File: config.mk
export PLATFORM = sky130hd
export DESIGN_NAME = uart_tx_sched
export DESIGN_NICKNAME = d
export VERILOG_FILES = /design/src/rtl/uart_pkg.sv /design/src/rtl/uart_tx_core.sv /design/src/rtl/uart_tx_sched.sv
export SDC_FILE = /design/constraint.sdc
export NUM_CORES = 1
export LEC_CHECK = 0
export BUFFER_PORTS_ARGS = -buffer_cell sky130_fd_sc_hd__buf_2
export CELL_PAD_IN_SITES_DETAIL_PLACEMENT = 1
export CELL_PAD_IN_SITES_GLOBAL_PLACEMENT = 1
export CORE_MARGIN = 2
export CORE_UTILIZATION = 36
export CTS_CLUSTER_DIAMETER = 150
export DETAILED_ROUTE_END_ITERATION = 6
export PLACE_DENSITY_LB_ADDON = 0.1
export SLEW_MARGIN = 10
export SYNTH_ARGS = -nofsm -noshare
export SYNTH_HDL_FRONTEND = slang
export SYNTH_SLANG_ARGS = --single-unit
File: constraint.sdc
create_clock -name clk -period 2.1 [get_ports clk]
set_input_delay 0.105 -clock clk [delete_from_list [all_inputs] [get_ports clk]]
set_output_delay 0.105 -clock clk [all_outputs]
set_load 0.03 [all_outputs]
File: src/rtl/uart_pkg.sv
// ---------------------------------------------------------------------------
// uart_pkg
//  Shared constants and state encodings for the UART transmit path.
//  - Board clock and default baud rate, from which the default bit period
//    (clock cycles per UART bit) is derived.
//  - Controller states (IDLE/TX) and serializer bit phases (START/DATA/STOP).
// ---------------------------------------------------------------------------
package uart_pkg;

   localparam int UART_DATA_BITS       = 8;
   localparam int FRAME_BITS           = UART_DATA_BITS + 2;
   localparam int CLK_HZ               = 100_000_000;
   localparam int BAUD                 = 9600;
   localparam int DEFAULT_CLKS_PER_BIT = CLK_HZ / BAUD;

   typedef enum logic {
      CTRL_IDLE,
      CTRL_TX
   } ctrl_state_e;

   typedef enum logic [1:0] {
      PH_IDLE,
      PH_START,
      PH_DATA,
      PH_STOP
   } tx_phase_e;

endpackage

File: src/rtl/uart_tx_core.sv
// ---------------------------------------------------------------------------
// uart_tx_core
//  8N1 serializer. A one-cycle start pulse loads din and sends one frame:
//  a start bit (0), eight data bits LSB first, and a stop bit (1). Each bit
//  lasts exactly CLKS_PER_BIT cycles on the registered RsTx output.
//  Ports:
//   clk    in   board clock
//   rst_n  in   asynchronous active-low reset (RsTx forced high)
//   start  in   one-cycle pulse, accepted only while no frame is running
//   din    in   byte to send, sampled in the start cycle
//   RsTx   out  serial line, idle high
//   done   out  pulses in the last stop-bit cycle of the internal sequence
// ---------------------------------------------------------------------------
module uart_tx_core
   import uart_pkg::*;
#(
   parameter int CLKS_PER_BIT = DEFAULT_CLKS_PER_BIT
) (
   input  logic                      clk,
   input  logic                      rst_n,
   input  logic                      start,
   input  logic [UART_DATA_BITS-1:0] din,
   output logic                      RsTx,
   output logic                      done
);

   localparam int            TW       = $clog2(CLKS_PER_BIT);
   localparam logic [TW-1:0] TMAX     = TW'(CLKS_PER_BIT - 1);
   localparam logic [3:0]    LAST_IDX = 4'(FRAME_BITS - 1);

   logic                      active_q, active_d;
   logic [TW-1:0]             timer_q, timer_d;
   logic [3:0]                idx_q, idx_d;
   logic [UART_DATA_BITS-1:0] shreg_q, shreg_d;
   logic                      rstx_q, rstx_d;
   tx_phase_e                 phase;

   // Bit index 0 is the start bit, LAST_IDX the stop bit.
   always_comb begin
      phase = PH_IDLE;
      if (active_q) begin
         if (idx_q == 4'd0) begin
            phase = PH_START;
         end else if (idx_q == LAST_IDX) begin
            phase = PH_STOP;
         end else begin
            phase = PH_DATA;
         end
      end
   end

   // The start cycle itself counts as timer tick 0 of the start bit; the
   // line value is registered, so RsTx trails the internal sequence by one
   // cycle and done lands one cycle before the stop bit ends on the wire.
   always_comb begin
      active_d = active_q;
      timer_d  = timer_q;
      idx_d    = idx_q;
      shreg_d  = shreg_q;
      rstx_d   = 1'b1;
      done     = 1'b0;
      if (!active_q) begin
         if (start) begin
            active_d = 1'b1;
            timer_d  = TW'(1);
            idx_d    = 4'd0;
            shreg_d  = din;
            rstx_d   = 1'b0;
         end
      end else begin
         case (phase)
            PH_START: rstx_d = 1'b0;
            PH_DATA:  rstx_d = shreg_q[0];
            default:  rstx_d = 1'b1;
         endcase
         if (timer_q == TMAX) begin
            timer_d = '0;
            if (phase == PH_DATA) begin
               shreg_d = {1'b0, shreg_q[UART_DATA_BITS-1:1]};
            end
            if (idx_q == LAST_IDX) begin
               active_d = 1'b0;
               idx_d    = 4'd0;
               done     = 1'b1;
            end else begin
               idx_d = idx_q + 4'd1;
            end
         end else begin
            timer_d = timer_q + 1'b1;
         end
      end
   end

   // Serializer state; reset returns the line to idle immediately.
   always_ff @(posedge clk or negedge rst_n) begin
      if (!rst_n) begin
         active_q <= 1'b0;
         timer_q  <= '0;
         idx_q    <= 4'd0;
         shreg_q  <= '0;
         rstx_q   <= 1'b1;
      end else begin
         active_q <= active_d;
         timer_q  <= timer_d;
         idx_q    <= idx_d;
         shreg_q  <= shreg_d;
         rstx_q   <= rstx_d;
      end
   end

   assign RsTx = rstx_q;

endmodule

File: src/rtl/uart_tx_sched.sv
// ---------------------------------------------------------------------------
// uart_tx_sched
//  Shares one 8N1 UART transmitter among N_REQ byte producers. A
//  round-robin arbiter picks one pending requester per frame, latches its
//  byte, acks it for one cycle and starts the serializer.
//  Ports:
//   clk       in   board clock
//   rst_n     in   asynchronous active-low reset
//   req       in   level requests, bit i = byte i valid
//   data      in   flattened bytes, requester i at [8i+7:8i]
//   ack       out  one-cycle pulse, byte of requester i accepted
//   grant_id  out  requester owning the current/last frame
//   busy      out  high while a frame is being transmitted
//   RsTx      out  serial line, idle high
// ---------------------------------------------------------------------------
module uart_tx_sched
   import uart_pkg::*;
#(
   parameter int N_REQ        = 4,
   parameter int CLKS_PER_BIT = DEFAULT_CLKS_PER_BIT
) (
   input  logic                              clk,
   input  logic                              rst_n,
   input  logic [N_REQ-1:0]                  req,
   input  logic [UART_DATA_BITS*N_REQ-1:0]   data,
   output logic [N_REQ-1:0]                  ack,
   output logic [$clog2(N_REQ)-1:0]          grant_id,
   output logic                              busy,
   output logic                              RsTx
);

   localparam int IW = $clog2(N_REQ);
   localparam int DW = UART_DATA_BITS;

   ctrl_state_e   state_q, state_d;
   logic [IW-1:0] rr_ptr_q, rr_ptr_d;
   logic [IW-1:0] grant_q, grant_d;
   logic [N_REQ-1:0] ack_q, ack_d;
   logic [DW-1:0] byte_q, byte_d;
   logic          start_q, start_d;

   logic          found;
   logic [IW-1:0] winner;
   logic [IW-1:0] cand;
   logic [DW-1:0] win_byte;
   logic          core_done;

   // Round-robin scan starting just after the last winner. Candidates are
   // reduced modulo N_REQ so the index never leaves the valid range even
   // when N_REQ is not a power of two.
   always_comb begin
      found  = 1'b0;
      winner = '0;
      cand   = '0;
      for (int k = 1; k <= N_REQ; k++) begin
         cand = IW'((int'(rr_ptr_q) + k) % N_REQ);
         if (!found && req[cand]) begin
            found  = 1'b1;
            winner = cand;
         end
      end
   end

   // Byte of the winning requester.
   always_comb begin
      win_byte = '0;
      for (int i = 0; i < N_REQ; i++) begin
         if (winner == IW'(i)) begin
            win_byte = data[i*DW +: DW];
         end
      end
   end

   // Controller: grant and start on one edge in IDLE, then hold TX until the
   // serializer reports the end of the frame. Requests arriving during TX,
   // including in the done cycle, are only looked at in the next IDLE cycle.
   always_comb begin
      state_d  = state_q;
      rr_ptr_d = rr_ptr_q;
      grant_d  = grant_q;
      byte_d   = byte_q;
      ack_d    = '0;
      start_d  = 1'b0;
      case (state_q)
         CTRL_IDLE: begin
            if (found) begin
               rr_ptr_d      = winner;
               grant_d       = winner;
               byte_d        = win_byte;
               ack_d[winner] = 1'b1;
               start_d       = 1'b1;
               state_d       = CTRL_TX;
            end
         end
         CTRL_TX: begin
            if (core_done) begin
               state_d = CTRL_IDLE;
            end
         end
         default: state_d = CTRL_IDLE;
      endcase
   end

   // Pointer resets to the last requester so requester 0 wins first.
   always_ff @(posedge clk or negedge rst_n) begin
      if (!rst_n) begin
         state_q  <= CTRL_IDLE;
         rr_ptr_q <= IW'(N_REQ - 1);
         grant_q  <= '0;
         ack_q    <= '0;
         byte_q   <= '0;
         start_q  <= 1'b0;
      end else begin
         state_q  <= state_d;
         rr_ptr_q <= rr_ptr_d;
         grant_q  <= grant_d;
         ack_q    <= ack_d;
         byte_q   <= byte_d;
         start_q  <= start_d;
      end
   end

   uart_tx_core #(
      .CLKS_PER_BIT(CLKS_PER_BIT)
   ) u_core (
      .clk  (clk),
      .rst_n(rst_n),
      .start(start_q),
      .din  (byte_q),
      .RsTx (RsTx),
      .done (core_done)
   );

   assign ack      = ack_q;
   assign grant_id = grant_q;
   assign busy     = (state_q == CTRL_TX);

endmodule

==> parameters.txt, run 1 <==
Parameter                              Value

Status
  Status ... completed

STA
  Unrepaired setup endpoints after global routing ... true
  Worst Tran Pin Value ... 692 ps
  Slew Viols, Final ... 0
  Fin Clk Skew ... 5.84 ps
  Number of endpoints failing setup at the final stage ... 0
  Post-route minimum period ... 1980 ps
  Maximum frequency from static timing analysis ... 505 MHz
  Worst relative slew slack ... 0.537
  Period utilisation layout ... 0.943
  Final hold vios ... 0
  Worst hold slack after final layout ... 137 ps

Yosys
  Cells taking the most area after synthesis ... dfrtp_1, mux2i_1, nor2_1, dfstp_2, o21ai_0
  Top flip-flop cell by instance count after synthesis ... dfrtp_1
  Share of the yosys chip area belonging to registers ... 0.462
  Net count after synthesis ... 292
  Fraction of synthesis flops using an asynchronous set or reset pin ... 1.00
  Number of unique standard cell types used by synthesis ... 49
  Area fraction of the dominant cell type after synthesis ... 0.430
  Synthesized area per cell ... 10.0 um^2
  Syn. warnings ... 0
  Cell area after synthesis ... 0.00250 mm^2
  Number of synthesized register bits ... 46
  Synthesized netlist cell count ... 250
  Cell type contributing the most total cell area after synthesis ... dfrtp_1
  Number of enable flip-flop cells after synthesis ... 0

Hold path
  Hold Crit Depth ... 3
  Path type of the worst min-delay path ... input port to register

GRT
  Global-route wire length before repair ... 10500 um
  Number of antenna violations at the first check in global routing ... 0
  GRT overflow ... 0
  Global-route usage over all layers ... 0.174
  Maximum number of pins on one net before global-route repair ... 47
  Number of global-route vias before repair ... 2186

Cells and area
  Number of fill cells in the layout ... 788
  Leading cell type in the layout, fill and taps excluded ... buf_2
  Synthesis-to-finish area growth ... 15.7%
  Most frequent cells in the layout ... buf_2, dfrtp_1, nor2_1, mux2i_1
  Area of the multi-input gates ... 0.00121 mm^2
  Number of cells in the finished layout apart from fillers ... 379
  Antenna fix cells ... 0
  Number of nets in the layout ... 340
  Proportion of layout cells with a drive suffix above 1 ... 0.247
  Sequential cell area ... 0.00115 mm^2

Floorplan
  Area of the die ... 0.00763 mm^2
  Placement row count ... 30
  Initial Utilization ... 0.370
  Core footprint ... 0.00676 mm^2
  Number of ports placed on the die boundary ... 46
  Die Y-Extent ... 87.4 um
  Horizontal extent of the die ... 87.4 um

Routing
  Count of unresolved DRC violations after routing ... 0
  Antenna-violating nets left ... 0
  Total wirelength of the detailed-routed design ... 6030 um
  Average wire per cell in the routed design ... 15.9 um
  Average vias per placed instance ... 5.53
  Vias after detailed routing ... 2096
  Detailed Route Iter0 Violations ... 66
  Length of the first detailed-routing pass in iterations ... 4

Worst setup path
  Type of origin of the critical path ... register
  Count of buffer and inverter cells on the critical path ... 0
  Largest delay share family, worst path ... simple AND/OR/NAND/NOR gates
  Category of the critical setup timing path ... register to register
  CP endpoint kind ... register
  Critical Path Max Stage Delay ... 430 ps
  WP data arrival ... 2150 ps
  Stages on worst setup path ... 6
  Critical path's slowest cell ... dfrtp_1
  Critical-path maximum fanout ... 6
  Required time at the endpoint of the critical path ... 2270 ps
  Register-to-Register Path Depth ... 6
  Cells traversed along the worst timing path ... ha_1 > and3_2 > and4_2 > and4_1 > o32ai_1 > a21oi_1

Power
  Power per standard cell area ... 781 mW/mm^2
  Leakage component of the power ... 1.38 nW
  Power Total ... 2.26 mW
  Worst voltage drop across the vdd grid ... 0.000341 V

Clocking
  Clock sink total ... 46
  CTS tree ... done
  Max Root-Sink Buffers ... 2
  Clock slew at the register clock pins of the worst setup and hold paths ... 90 ps
  CTS root buffer ... clkbuf_8
  H-tree Lvls ... 2
  CTS buffer count ... 5
  Worst-skew pair later-pin latency ... 290 ps

Place
  Final Wtd Congestion ... 0.816
  Dpl cells ... 370
  IO buf count ... 45
  Detailed placement HPWL ... 4510 um

Job
  Number of max-capacitance violations reported ... 0
-- tightest hold or removal path: stages --
cell and delay, ps:
buf_2 90, mux2i_1 110, a221oi_1 80
-- per-stage QoR --
step	setup TNS [ps]	util	area (um^2)	worst slack [ps]
floorplan	0	-	2500	241
global placement	-898	0.412	2780	-101
detailed placement	-1380	0.412	2780	-228
CTS	0	0.428	2890	71.1
global route	-19.4	0.428	2890	-13.3
finish	0	0.428	2890	119
-- report_power, final --
group          leakage (nW)  internal, mW  switching, mW
sequential            0.578          1.03          0.126
clock                0.0482         0.266          0.295
combinational         0.756         0.261          0.284
total                  1.38          1.56          0.705
-- flip-flops by register name (all words and copies together) (netlist names) --
name	flops
u_core.timer_q	14
byte_q	8
u_core.shreg_q	8
ack	4
u_core.idx_q	4
grant_id	2
rr_ptr_q	2
busy	1
start_q	1
u_core.RsTx	1
u_core.active_q	1
-- cells in the mapped netlist (3+ instances only) --
library cell   n
dfrtp_1       43
nor2_1        28
mux2i_1       25
nand2_1       15
o21ai_0       15
a21oi_1       13
inv_1         12
nand3_1       10
a221oi_1       8
o32ai_1        7
a31oi_1        6
a21o_1         4
ha_1           4
nand2b_1       4
nor3_1         4
a22o_1         3
buf_2          3
buf_6          3
dfstp_2        3
-- layout make-up --
class                   instances  area share
multi-input cells             179       0.419
flip-flops and latches         46       0.399
repair buffers                 53      0.0994
well taps                      80      0.0346
clock buffers                   7      0.0298
inverters                      13      0.0169
clock inverters                 1     0.00173
-- kinds of logic (layout without fill, tap and decap cells) --
logic type | Yosys count | count (layout) | synth area share
XOR/XNOR | 1 | 1 | 0.00350
multiplexers | 26 | 26 | 0.105
flip-flops | 46 | 46 | 0.462
AO/OA/AOI/OAI | 66 | 66 | 0.177
adder cells (fa/ha/maj) | 4 | 4 | 0.0200
buffers and inverters | 25 | 74 | 0.0590
AND/OR/NAND/NOR | 82 | 82 | 0.174
-- final timing paths --
kind | slack, ps | from | to
max in group asynchronous | 1240 | rst_n | u_core.idx_q[2]$_DFFE_PN0P_
max | 120 | u_core.timer_q[0]$_DFFE_PN0P_ | u_core.shreg_q[4]$_DFFE_PN0P_
min | 140 | data[6] | byte_q[6]$_DFFE_PN0P_
max reg2reg | 120 | u_core.timer_q[0]$_DFFE_PN0P_ | u_core.shreg_q[4]$_DFFE_PN0P_
min reg2reg | 470 | u_core.timer_q[13]$_DFFE_PN0P_ | u_core.timer_q[13]$_DFFE_PN0P_
min in group asynchronous | 440 | rst_n | u_core.timer_q[12]$_DFFE_PN0P_
-- what timing repair did --
| item | CTS | global route |
|---|---|---|
| cloned | 0 | 0 |
| gates resized for setup | 1 | 1 |
| setup buffers | 0 | 0 |
| hold endpoints to repair | 43 | 0 |
| hold buffers | 1 | 0 |
| endpoints found under the setup margin | 12 | 8 |
-- per-layer routing --
metal | global-route usage | vias up | wire length (um)
met4 | 0.0615 | 0 | 104
met5 | 0 | - | 0
li1 | - | 1011 | -
met1 | 0.224 | 1031 | 2740
met3 | 0.0256 | 9 | 201
met2 | 0.298 | 45 | 2980
No activity file was read; power rests on OpenSTA's default activity.
==> run 2, diff against run 1 <==
--- a/config.mk
+++ b/config.mk
@@ -13,6 +13,7 @@
 export CTS_CLUSTER_DIAMETER = 150
 export DETAILED_ROUTE_END_ITERATION = 6
 export PLACE_DENSITY_LB_ADDON = 0.1
+export REMOVE_ABC_BUFFERS = 1
 export SLEW_MARGIN = 10
 export SYNTH_ARGS = -nofsm -noshare
 export SYNTH_HDL_FRONTEND = slang
==> run 2 against run 1 <==
Sequential cell count is the same. Critical path type unchanged. Critical endpoint is now u_core.shreg_q[0]$_DFFE_PN0P_. Clock-buffer cell count is the same. Clock power grew 15%. Total power grew 3.5%.
==> parameters.txt, run 2 (synthesis results as in run 1) <==
Parameter                              Value

Status
  Status ... completed

Routing
  Average vias per placed instance ... 5.42
  Vias after detailed routing ... 2056
  Average wire per cell in the routed design ... 15.3 um
  Detailed Route Iter0 Violations ... 64
  Antenna-violating nets left ... 0
  Total wirelength of the detailed-routed design ... 5800 um
  Length of the first detailed-routing pass in iterations ... 4
  Count of unresolved DRC violations after routing ... 0

STA
  Worst relative slew slack ... 0.651
  Least setup slack across all paths after layout ... 131 ps
  Maximum frequency from static timing analysis ... 508 MHz
  Number of endpoints failing setup at the final stage ... 0
  Worst Tran Pin Value ... 523 ps
  Fin Clk Skew ... 3.91 ps
  Slew Viols, Final ... 0
  Period utilisation layout ... 0.938
  Final sum of negative setup slack ... 0 ps
  Final hold vios ... 0
  Unrepaired setup endpoints after global routing ... false
  Post-route minimum period ... 1970 ps
  Worst hold slack after final layout ... 153 ps

Cells and area
  Most frequent cells in the layout ... buf_2, dfrtp_1, nor2_1, mux2i_1
  Antenna fix cells ... 0
  Register containing the most flip-flops in the final layout ... u_core.timer_q
  Synthesis-to-finish area growth ... 16.5%
  Leading cell type in the layout, fill and taps excluded ... buf_2
  Number of cells in the finished layout apart from fillers ... 379
  Number of nets in the layout ... 340
  Post-route cell area ... 0.00291 mm^2
  Flip-flop count of the largest register after layout ... 14
  Number of fill cells in the layout ... 800
  Largest registers ... u_core.timer_q x14, byte_q x8, u_core.shreg_q x8
  Final standard cell utilization of the core ... 0.431
  Proportion of layout cells with a drive suffix above 1 ... 0.244

Floorplan
  Initial Utilization ... 0.370
  Placement row count ... 30
  Die Y-Extent ... 87.4 um
  Core footprint ... 0.00676 mm^2
  Horizontal extent of the die ... 87.4 um
  Number of ports placed on the die boundary ... 46
  Area of the die ... 0.00763 mm^2

Worst setup path
  Critical path's slowest cell ... dfrtp_1
  Category of the critical setup timing path ... register to register
  Type of origin of the critical path ... register
  Count of buffer and inverter cells on the critical path ... 0
  Critical-path maximum fanout ... 6
  Largest delay share family, worst path ... simple AND/OR/NAND/NOR gates
  Cells traversed along the worst timing path ... ha_1 > and3_2 > and4_2 > and4_1 > o32ai_1 > a21oi_1
  WP data arrival ... 2140 ps
  Required time at the endpoint of the critical path ... 2270 ps
  Critical Path Max Stage Delay ... 420 ps
  CP endpoint kind ... register

Hold path
  Path type of the worst min-delay path ... input port to register

Clocking
  CTS tree ... done
  H-tree Lvls ... 2
  Clock slew at the register clock pins of the worst setup and hold paths ... 80 ps
  CTS buffer count ... 5
  Post-CTS Setup Inserts ... 0
  CTS root buffer ... clkbuf_8
  Clock sink total ... 46
  Max Root-Sink Buffers ... 2
  Worst-skew pair later-pin latency ... 290 ps

GRT
  Global-route usage over all layers ... 0.169
  Maximum number of pins on one net before global-route repair ... 27
  Number of global-route vias before repair ... 2150
  GRT overflow ... 0
  Number of antenna violations at the first check in global routing ... 0
  Global-route wire length before repair ... 10300 um

Power
  Power Total ... 2.34 mW
  Worst voltage drop across the vdd grid ... 0.000299 V
  Power per standard cell area ... 803 mW/mm^2
  Leakage component of the power ... 1.39 nW

Place
  Dpl cells ... 370
  Setup WS pre-CTS ... 146 ps
  Area after detailed placement ... 0.00280 mm^2
  Final Wtd Congestion ... 0.777
  IO buf count ... 45
  Detailed placement HPWL ... 4400 um

Job
  Number of max-capacitance violations reported ... 0
[run 2: changes by cell type in the layout (fill, tap and decap cells not counted), sizes merged]
cell	change
bufinv	+1
clkinv	-1
[run 2: tightest hold or removal path, delay by kind of cell]
family                 cells  cell delay [ps]
multiplexers               1              120
AO/OA/AOI/OAI              1               90
buffers and inverters      1               90
[run 2: worst paths after layout]
| kind | from | to | slack [ps] | cells after the start |
|---|---|---|---|---|
| max | u_core.timer_q[1]$_DFFE_PN0P_ | u_core.shreg_q[0]$_DFFE_PN0P_ | 130 | 6 |
| min | data[7] | byte_q[7]$_DFFE_PN0P_ | 150 | 3 |
| max reg2reg | u_core.timer_q[1]$_DFFE_PN0P_ | u_core.shreg_q[0]$_DFFE_PN0P_ | 130 | 6 |
| min reg2reg | u_core.timer_q[13]$_DFFE_PN0P_ | u_core.timer_q[13]$_DFFE_PN0P_ | 480 | 1 |
| max in group asynchronous | rst_n | rr_ptr_q[1]$_DFFE_PN1P_ | 1190 | 3 |
| min in group asynchronous | rst_n | u_core.timer_q[10]$_DFFE_PN0P_ | 320 | 2 |
[run 2: routing by layer]
| metal | track usage | routed length, um | vias to the layer above |
|---|---|---|---|
| met2 | 0.290 | 2790 | 50 |
| met3 | 0.0332 | 227 | 6 |
| met5 | 0 | 0 | - |
| li1 | - | - | 1013 |
| met1 | 0.216 | 2710 | 987 |
| met4 | 0.0448 | 67 | 0 |
[run 2: timing repair]
action	4_1_cts	5_1_grt
gates resized for setup	0	1
hold endpoints to repair	20	0
setup endpoints to repair	0	4
hold buffers	1	0
[run 2: layout make-up]
type | count | area [um^2] | share of cell area
clock inverter | 1 | 30.0 | 0.0103
sequential | 46 | 1150 | 0.396
clock buffer | 7 | 76.3 | 0.0262
inverter | 13 | 48.8 | 0.0167
multi-input combinational | 179 | 1200 | 0.413
tap | 80 | 100 | 0.0343
timing repair buffer | 53 | 300 | 0.103
[run 2: power breakdown]
part / internal (mW) / total (mW) / switching [mW] / leakage (nW)
Combinational: 0.265 / 0.540 / 0.274 / 0.758
Sequential: 1.03 / 1.15 / 0.126 / 0.578
Clock: 0.356 / 0.647 / 0.290 / 0.0524
